$ cat config.mk
export PLATFORM = sky130hd
export DESIGN_NAME = rtc_bus_scheduler_flat
export DESIGN_NICKNAME = d
export VERILOG_FILES = /design/src/rtl/rtc_pkg.sv /design/src/rtl/rtc_bus_scheduler_if.sv /design/src/rtl/rtc_bus_scheduler_boundary_sync.sv /design/src/rtl/rtc_bus_scheduler.sv /design/src/flat_wrapper.sv
export SDC_FILE = /design/constraint.sdc
export NUM_CORES = 1
export LEC_CHECK = 0
export ABC_AREA = 1
export CORE_UTILIZATION = 38
export DETAILED_ROUTE_END_ITERATION = 10
export GPL_TIMING_DRIVEN = 0
export PLACE_DENSITY = 0.78
export SYNTH_ARGS = -nofsm -noshare
export SYNTH_HDL_FRONTEND = slang
export SYNTH_SLANG_ARGS = --single-unit
$ cat constraint.sdc
create_clock -name clk -period 1.6 [get_ports clk]
set_input_delay 0.24 -clock clk [delete_from_list [all_inputs] [get_ports clk]]
set_output_delay 0.24 -clock clk [all_outputs]
set_load 0.02 [all_outputs]
$ cat src/rtl/rtc_pkg.sv
// Shared types and defaults for the RTC bus scheduler slice.
package rtc_pkg;

  localparam int unsigned ADDR_W_DEF    = 8;
  localparam int unsigned DATA_W_DEF    = 8;
  localparam int unsigned INIT_HOLD_DEF = 1034;
  localparam logic [6:0]  BOUNDARY_DEF  = 7'h4A;

  // Encodings kept identical to the legacy localparam values.
  typedef enum logic [2:0] {
    ST_INIT   = 3'd0,
    ST_RESYNC = 3'd1,
    ST_READ   = 3'd2,
    ST_WRITE  = 3'd3,
    ST_CRONO  = 3'd4,
    ST_TIMER  = 3'd5
  } rtc_state_t;

  localparam int unsigned G_INIT   = 0;
  localparam int unsigned G_RESYNC = 1;
  localparam int unsigned G_READ   = 2;
  localparam int unsigned G_WRITE  = 3;
  localparam int unsigned G_CRONO  = 4;
  localparam int unsigned G_TIMER  = 5;

  typedef struct packed {
    logic reset;
    logic write;
    logic crono;
    logic timer;
  } rtc_sw_t;

  function automatic logic multi_user(input rtc_sw_t s);
    return (s.write & s.crono) | (s.write & s.timer) | (s.crono & s.timer);
  endfunction

endpackage

$ cat src/rtl/rtc_bus_scheduler_if.sv
// Address/data paths between the sequencers, the scheduler and the protocol engine.
interface rtc_bus_scheduler_if #(
  parameter int unsigned ADDR_W = 8,
  parameter int unsigned DATA_W = 8
);
  logic [ADDR_W-1:0] init_addr;
  logic [DATA_W-1:0] init_data;
  logic [ADDR_W-1:0] rd_addr;
  logic [ADDR_W-1:0] wr_addr;
  logic [DATA_W-1:0] wr_data;
  logic [ADDR_W-1:0] rtc_addr;
  logic [DATA_W-1:0] rtc_data;
  logic              rtc_rd;

  modport master (
    input  init_addr, init_data, rd_addr, wr_addr, wr_data,
    output rtc_addr, rtc_data, rtc_rd
  );

  modport slave (
    output init_addr, init_data, rd_addr, wr_addr, wr_data,
    input  rtc_addr, rtc_data, rtc_rd
  );
endinterface

$ cat src/rtl/rtc_bus_scheduler_boundary_sync.sv
// Transaction-boundary detector: one bnd pulse per arrival at BOUNDARY, switches gated to it.
module rtc_boundary_sync
  import rtc_pkg::*;
#(
  parameter logic [6:0] BOUNDARY = BOUNDARY_DEF
) (
  input  logic    clk,
  input  logic    reset,
  input  logic [6:0] txn_count,
  input  rtc_sw_t sw_raw,
  output logic    bnd,
  output rtc_sw_t sw_bnd
);

  logic at_bnd;
  logic bnd_q;

  assign at_bnd = (txn_count == BOUNDARY);

  // A counter stalled at BOUNDARY yields only a single event.
  always_ff @(posedge clk) begin
    if (reset) bnd_q <= 1'b0;
    else       bnd_q <= at_bnd;
  end

  assign bnd    = at_bnd & ~bnd_q;
  assign sw_bnd = bnd ? sw_raw : '0;

endmodule

$ cat src/rtl/rtc_bus_scheduler.sv
// Selects which source owns the RTC bus engine, switching only at transaction boundaries.
module rtc_bus_scheduler
  import rtc_pkg::*;
#(
  parameter int unsigned ADDR_W    = ADDR_W_DEF,
  parameter int unsigned DATA_W    = DATA_W_DEF,
  parameter int unsigned INIT_HOLD = INIT_HOLD_DEF,
  parameter logic [6:0]  BOUNDARY  = BOUNDARY_DEF
) (
  input  logic       clk,
  input  logic       reset,
  input  logic [6:0] txn_count,
  input  logic       sw_reset,
  input  logic       sw_write,
  input  logic       sw_crono,
  input  logic       sw_timer,
  input  logic       init_done,
  rtc_bus_scheduler_if.master bus,
  output logic [5:0] grant,
  output logic       init_active,
  output logic       conflict
);

  localparam logic [12:0] HOLD_MAX = 13'(INIT_HOLD);

  rtc_state_t        state, state_nxt;
  logic [12:0]       hold_cnt;
  logic              done_seen;
  logic              bnd;
  rtc_sw_t           sw_raw, sw;
  logic [ADDR_W-1:0] addr_mux;
  logic [DATA_W-1:0] data_mux;
  logic              rd_mux;

  assign sw_raw = '{reset: sw_reset, write: sw_write, crono: sw_crono, timer: sw_timer};

  rtc_boundary_sync #(.BOUNDARY(BOUNDARY)) u_bnd (
    .clk       (clk),
    .reset     (reset),
    .txn_count (txn_count),
    .sw_raw    (sw_raw),
    .bnd       (bnd),
    .sw_bnd    (sw)
  );

  always_comb begin
    state_nxt = state;
    if (bnd) begin
      unique case (state)
        ST_INIT:   if (hold_cnt == HOLD_MAX) state_nxt = ST_READ;
        ST_RESYNC: if (done_seen && !sw.reset) state_nxt = ST_READ;
        ST_READ: begin
          if      (sw.reset) state_nxt = ST_RESYNC;
          else if (sw.write) state_nxt = ST_WRITE;
          else if (sw.crono) state_nxt = ST_CRONO;
          else if (sw.timer) state_nxt = ST_TIMER;
        end
        ST_WRITE:  if (sw.reset) state_nxt = ST_RESYNC; else if (!sw.write) state_nxt = ST_READ;
        ST_CRONO:  if (sw.reset) state_nxt = ST_RESYNC; else if (!sw.crono) state_nxt = ST_READ;
        ST_TIMER:  if (sw.reset) state_nxt = ST_RESYNC; else if (!sw.timer) state_nxt = ST_READ;
        default:   state_nxt = ST_INIT;
      endcase
    end
  end

  always_ff @(posedge clk) begin
    if (reset) begin
      state     <= ST_INIT;
      hold_cnt  <= '0;
      conflict  <= 1'b0;
      done_seen <= 1'b0;
    end else begin
      state <= state_nxt;
      if (hold_cnt != HOLD_MAX) hold_cnt <= hold_cnt + 13'd1;
      if (bnd && state != ST_INIT && multi_user(sw)) conflict <= 1'b1;
      // done_seen only survives while the next state is still an init phase.
      if (state_nxt != ST_INIT && state_nxt != ST_RESYNC) done_seen <= 1'b0;
      else if (init_done)                                 done_seen <= 1'b1;
    end
  end

  always_comb begin
    grant    = '0;
    addr_mux = bus.init_addr;
    data_mux = bus.init_data;
    rd_mux   = 1'b0;
    unique case (state)
      ST_INIT:   grant[G_INIT]   = 1'b1;
      ST_RESYNC: grant[G_RESYNC] = 1'b1;
      ST_READ: begin
        grant[G_READ] = 1'b1;
        addr_mux      = bus.rd_addr;
        data_mux      = '0;
        rd_mux        = 1'b1;
      end
      ST_WRITE, ST_CRONO, ST_TIMER: begin
        if (state == ST_WRITE)      grant[G_WRITE] = 1'b1;
        else if (state == ST_CRONO) grant[G_CRONO] = 1'b1;
        else                        grant[G_TIMER] = 1'b1;
        addr_mux = bus.wr_addr;
        data_mux = bus.wr_data;
      end
      default: grant[G_INIT] = 1'b1;
    endcase
  end

  assign init_active  = (state == ST_INIT) || (state == ST_RESYNC);
  assign bus.rtc_addr = addr_mux;
  assign bus.rtc_data = data_mux;
  assign bus.rtc_rd   = rd_mux;

endmodule

$ cat src/flat_wrapper.sv
// flat-port wrapper written by rule: the top's interface ports become plain ports
module rtc_bus_scheduler_flat import rtc_pkg::*;
#(
  parameter int unsigned ADDR_W    = ADDR_W_DEF,
  parameter int unsigned DATA_W    = DATA_W_DEF,
  parameter int unsigned INIT_HOLD = INIT_HOLD_DEF,
  parameter logic [6:0]  BOUNDARY  = BOUNDARY_DEF
)
  (clk, reset, txn_count, sw_reset, sw_write, sw_crono, sw_timer, init_done, grant, init_active, conflict, bus_init_addr, bus_init_data, bus_rd_addr, bus_wr_addr, bus_wr_data, bus_rtc_addr, bus_rtc_data, bus_rtc_rd);
  rtc_bus_scheduler_if #(.ADDR_W(ADDR_W), .DATA_W(DATA_W)) bus_i ();
  input  logic clk;
  input  logic reset;
  input  logic [6:0] txn_count;
  input  logic sw_reset;
  input  logic sw_write;
  input  logic sw_crono;
  input  logic sw_timer;
  input  logic init_done;
  output logic [5:0] grant;
  output logic init_active;
  output logic conflict;
  input wire logic [$bits(bus_i.init_addr)-1:0] bus_init_addr;
  input wire logic [$bits(bus_i.init_data)-1:0] bus_init_data;
  input wire logic [$bits(bus_i.rd_addr)-1:0] bus_rd_addr;
  input wire logic [$bits(bus_i.wr_addr)-1:0] bus_wr_addr;
  input wire logic [$bits(bus_i.wr_data)-1:0] bus_wr_data;
  output wire logic [$bits(bus_i.rtc_addr)-1:0] bus_rtc_addr;
  output wire logic [$bits(bus_i.rtc_data)-1:0] bus_rtc_data;
  output wire logic [$bits(bus_i.rtc_rd)-1:0] bus_rtc_rd;
  assign bus_i.init_addr = bus_init_addr;
  assign bus_i.init_data = bus_init_data;
  assign bus_i.rd_addr = bus_rd_addr;
  assign bus_i.wr_addr = bus_wr_addr;
  assign bus_i.wr_data = bus_wr_data;
  assign bus_rtc_addr = bus_i.rtc_addr;
  assign bus_rtc_data = bus_i.rtc_data;
  assign bus_rtc_rd = bus_i.rtc_rd;
  rtc_bus_scheduler #(.ADDR_W(ADDR_W), .DATA_W(DATA_W), .INIT_HOLD(INIT_HOLD), .BOUNDARY(BOUNDARY)) u_core (.clk(clk), .reset(reset), .txn_count(txn_count), .sw_reset(sw_reset), .sw_write(sw_write), .sw_crono(sw_crono), .sw_timer(sw_timer), .init_done(init_done), .bus(bus_i), .grant(grant), .init_active(init_active), .conflict(conflict));
endmodule
# After elaboration in Yosys (flattened, before gate mapping)
# Cells that the tools add are included.
# op_classes
add_sub_neg	1
eq_ne	9
mux	25
bitwise	7
reduce_logical	12
# op_table
op	n
$mux W3	14
$pmux W8 S2	2
$pmux W3 S6	1
$add A13 B1 Y13 const B	1
$eq A13 B11 Y1 const B	1
$ne A13 B11 Y1 const B	1
$eq A7 B7 Y1 const B	1
$eq A3 B2 Y1 const B	2
$eq A3 B3 Y1 const B	2
$mux W1	6
$reduce_bool A3 Y1	2
$reduce_or A5 Y1	1
$and A1 B1 Y1	4
$logic_and A1 B1 Y1	4
$mux W4	1
$eq A3 B1 Y1 const B	1
$logic_not A3 Y1	1
$ne A3 B1 Y1 const B	1
$reduce_or A3 Y1	1
$mux W2	1
$or A1 B1 Y1	2
$reduce_or A2 Y1	1
$logic_not A1 Y1	1
$logic_or A1 B1 Y1	1
$not A1 Y1	1
# totals
regBits	19
input_bits	54
out_inout_bits	25

# Longest topological paths before layout
# depth
word_depth	12
depth_mapped	13

# Cells and area by module
# From an unflattened synthesis, not the netlist that was laid out.
# hier_totals
cells_unflattened	227
hier_area_um2	1445.1
# modules_own_cells
mod	instances	cells_each	area_per_inst_um2
rtc_bus_scheduler	1	203	1327.5
rtc_boundary_sync	1	24	117.6

# Worst setup path after synthesis
# OpenSTA, ideal clock, no wires.
# synth_path
path_type	register to output
start	register u_core.state[2]
end	output bus_rtc_data[0]
t_arrival_ps	1585
setup_slack_ps	-225
path_stages_with_launch	9
path_buffers	1
cell_sequence	dfxtp_1 inv_1 nor3_2 or2_4 nor2_8 inv_4 buf_6 nand2_1 nand2_1
# synth_between
elab_chain_len	3
# synth_lines
element	line	text
from (decl)	rtc_bus_scheduler.sv:26	rtc_state_t state, state_nxt;
from (signal assigned)	rtc_bus_scheduler.sv:73	state <= state_nxt;
$eq A3 B3 Y1 or $eq A3 B2 Y1 (tied branches)	rtc_bus_scheduler.sv:87	unique case (state)
$reduce_or A3 Y1	rtc_bus_scheduler.sv:87	
$pmux W8 S2 (*)	rtc_bus_scheduler.sv:87	
to (decl)	flat_wrapper.sv:28	output wire logic [$bits(bus_i.rtc_data)-1:0] bus_rtc_data;
# Every way passes the cells marked *; elsewhere a longest branch is shown, timed or not.

# Worst setup path in the final report
# layout_path
start	register u_core.state[2]
end	output bus_rtc_addr[7]
# layout_between
elab_chain_len	3
# layout_lines
element	line	text
$eq A3 B3 Y1 or $eq A3 B2 Y1 (tied branches)	rtc_bus_scheduler.sv:87	
$reduce_or A3 Y1	rtc_bus_scheduler.sv:87	
$pmux W8 S2 (*)	rtc_bus_scheduler.sv:87	
to (decl)	flat_wrapper.sv:27	output wire logic [$bits(bus_i.rtc_addr)-1:0] bus_rtc_addr;
# Marked as above.

==> results.ini <==
[clock_network]
cts_buffers = 3
clkLatencyLatePin_ps = 310
cts_tree = built
path_clk_slew_ps = 100
cts_sinks = 19
cts-root-buf = clkbuf_4
htreeDepth = 1
cts.path.max_buffers = 2

[logic_synthesis]
async_reset_ff_share_pct = 0
postSynthAreaPerCell_sq_um = 6.41
synth-seq-cells = 19
yosysWarnings = 0
synth_cells = 217
synth.distinct_cells = 36
synth_nets = 273
ys_seq_area_share_pct = 27.4
synth-edff-count = 0
synth_flop_cell = dfxtp_1
netlist_area_sq_um = 1390

[sta]
holdWs_ps = 488
fmax_mhz = 495
fin_crit_ps = 2020
fin_ws_ps = -421
setup_viol = 24
period_share_pct = 126
maxSlewHeadroom_pct = 65.0
hold_viol_final = 0
drv_slew = 0
rsz0062_at_grt = true
setup_tns_ps = -6580
worstMarginPinSlew_ps = 518
worst_clock_skew_ps = 1.78

[global_route]
grt_overflow = 0
grt_max_degree = 12
grt_pass1_vias = 1754
antenna_found_initial = 0
grt_pass1_wl_um = 7980
grt_use_total_pct = 25.1

[routing]
routed-wl-met2_um = 2770
drt_iter0_drc = 63
wirelength_um = 5550
ant_nets = 0
drcViolationCount = 0
dr.pass1.iters = 4
vias = 1949
routed_via_density = 5.20
wl_met1_um = 2230
wl_met3_um = 364
routedWlPerCell_um = 14.8
maxUsedRoutingLayer = met4

[place]
dp.cells = 341
place_area_sq_um = 2270
portBuffers = 78
preCtsSetupSlack_ps = -685
place_hpwl_um = 3390
gp_congestion = 0.828

[finish]
fin_cells = 375
final_nets = 386
stdcell_area_sq_um = 2810
antennaDiodeCount = 0
utilization_pct = 82.3
drive_gt1_share_pct = 40.4
area_delta_synth_final_pct = 102

[min_path]
min-delay-path-class = register to register

[pwr]
internal_power_mw = 0.770
netSwitchingFraction_pct = 27.6
leakage_nw = 1.20
combPwrFrac_pct = 30.9
seq_power_share_pct = 46.0
clkPwrFrac_pct = 23.1
power.switching_mw = 0.294
ir_worst_vdd_v = 0.000431
powerDensity_nw_per_um2 = 379
p_total_mw = 1.06

[status]
violations = setup timing
run_status = finished, violations left

[floorplan]
die-area_sq_um = 3900
die_y_um = 62.5
die_w_um = 62.5
coreArea_sq_um = 3420
initial_utilization_pct = 40.7
rows = 21
io-pin-count = 79

[run]
drv_cap = 0

[worst_setup_path]
critPathCaptureType = output port
cp_max_fo = 7
critPathLaunchType = register
crit_arrival_ps = 1780
rrSetupSlack_ps = -60
crit_required_ps = 1360
worstSetupPathType = register to output port

-- worst paths after layout --
kind / from / end / depth (start not counted)
worst min-delay path: u_core.hold_cnt[12] / u_core.hold_cnt[12] / 2
worst min register to register: u_core.hold_cnt[12] / u_core.hold_cnt[12] / 2
worst max register to register: u_core.state[0] / u_core.state[0] / 7
worst max-delay path: u_core.state[2] / bus_rtc_addr[7] / 9
-- registers in the layout, summed over array words and instances, names as in the netlist --
signal and count:
u_core.conflict 1, u_core.done_seen 1, u_core.hold_cnt 13, u_core.state 3, u_core.u_bnd.bnd_q 1
-- repair_timing --
action,in CTS,in global routing
buffers inserted,19,14
endpoints found under the setup margin,27,32
gates cloned,0,0
resized for setup,156,52
pin swaps,9,24
hold buffers,0,0
-- Yosys cell counts, types with 2 or more instances --
master    instances  area [sq um]
nor2_2            4          25.0
clkbuf_1          2          7.51
inv_1            23          86.3
buf_4             2          15.0
a22oi_1           6          45.0
nor3_2            4          40.0
a22oi_2           2          25.0
ha_1              2          25.0
nor2_1           18          67.6
inv_2             7          26.3
dfxtp_1          19           380
o21ai_0          11          55.1
nor3_1            9          45.0
nand3_1          22           110
nand4_1           2          12.5
nor4_1            2          12.5
nand2_1          51           191
a21oi_1          13          65.1
-- kinds of logic (layout without fill, tap and decap cells) --
group | count (synthesis) | count (layout) | share of synthesized area, %
adders and majority gates | 2 | 2 | 1.80
DFF | 19 | 19 | 27.4
buffers and inverters | 38 | 150 | 11.6
and+or+nand+nor | 120 | 120 | 42.5
AOI/OAI and AO/OA | 38 | 38 | 16.7
-- worst max-delay path: stages, from the launching register on --
cell	delay (ps)
dfxtp_4	390
inv_6	70
nor3_4	40
or2_4	280
nor2_8	130
inv_6	70
buf_4	130
a22oi_2	120
nand2_1	100
buf_6	140
-- power by group through the flow --
stage	Combinational (mW)	Clock, mW	Sequential (mW)
floorplan	0.0987	0	0.498
global placement	0.290	0	0.500
detailed placement	0.294	0	0.500
CTS	0.300	0.248	0.486
global route	0.349	0.271	0.491
finish	0.329	0.245	0.490
-- cell usage in the layout, fill, tap and decap left out, types with 2 or more instances in the layout --
cell,n
clkdlybuf4s50_1,54
nand2_1,35
buf_6,30
buf_4,22
inv_1,20
nand3_1,16
nand2_2,15
nor2_1,15
a21oi_1,12
dfxtp_1,12
o21ai_0,10
inv_2,7
nor2_4,7
nor3_1,7
nor3_4,6
a22oi_2,6
nand3_2,6
dfxtp_4,4
inv_6,3
clkbuf_4,3
dfxtp_2,3
buf_8,2
a22oi_1,2
nand4_1,2
nor4_2,2
clkbuf_2,2
-- cell type report --
type | count | area [sq um]
buffer | 6 | 70.1
clock buffer | 3 | 22.5
clock inverter | 1 | 5.00
fill | 211 | 606
inverter | 32 | 138
multi-input combinational | 160 | 1060
sequential | 19 | 399
tap | 46 | 57.6
timing repair buffer | 108 | 1060
-- routing by layer --
| layer | vias up | track usage (%) |
|---|---|---|
| li1 | 950 | - |
| met1 | 894 | 28.8 |
| met2 | 88 | 45.9 |
| met3 | 17 | 4.93 |
| met4 | 0 | 8.43 |
| met5 | - | 0 |
(Power assumes the default switching activity.)
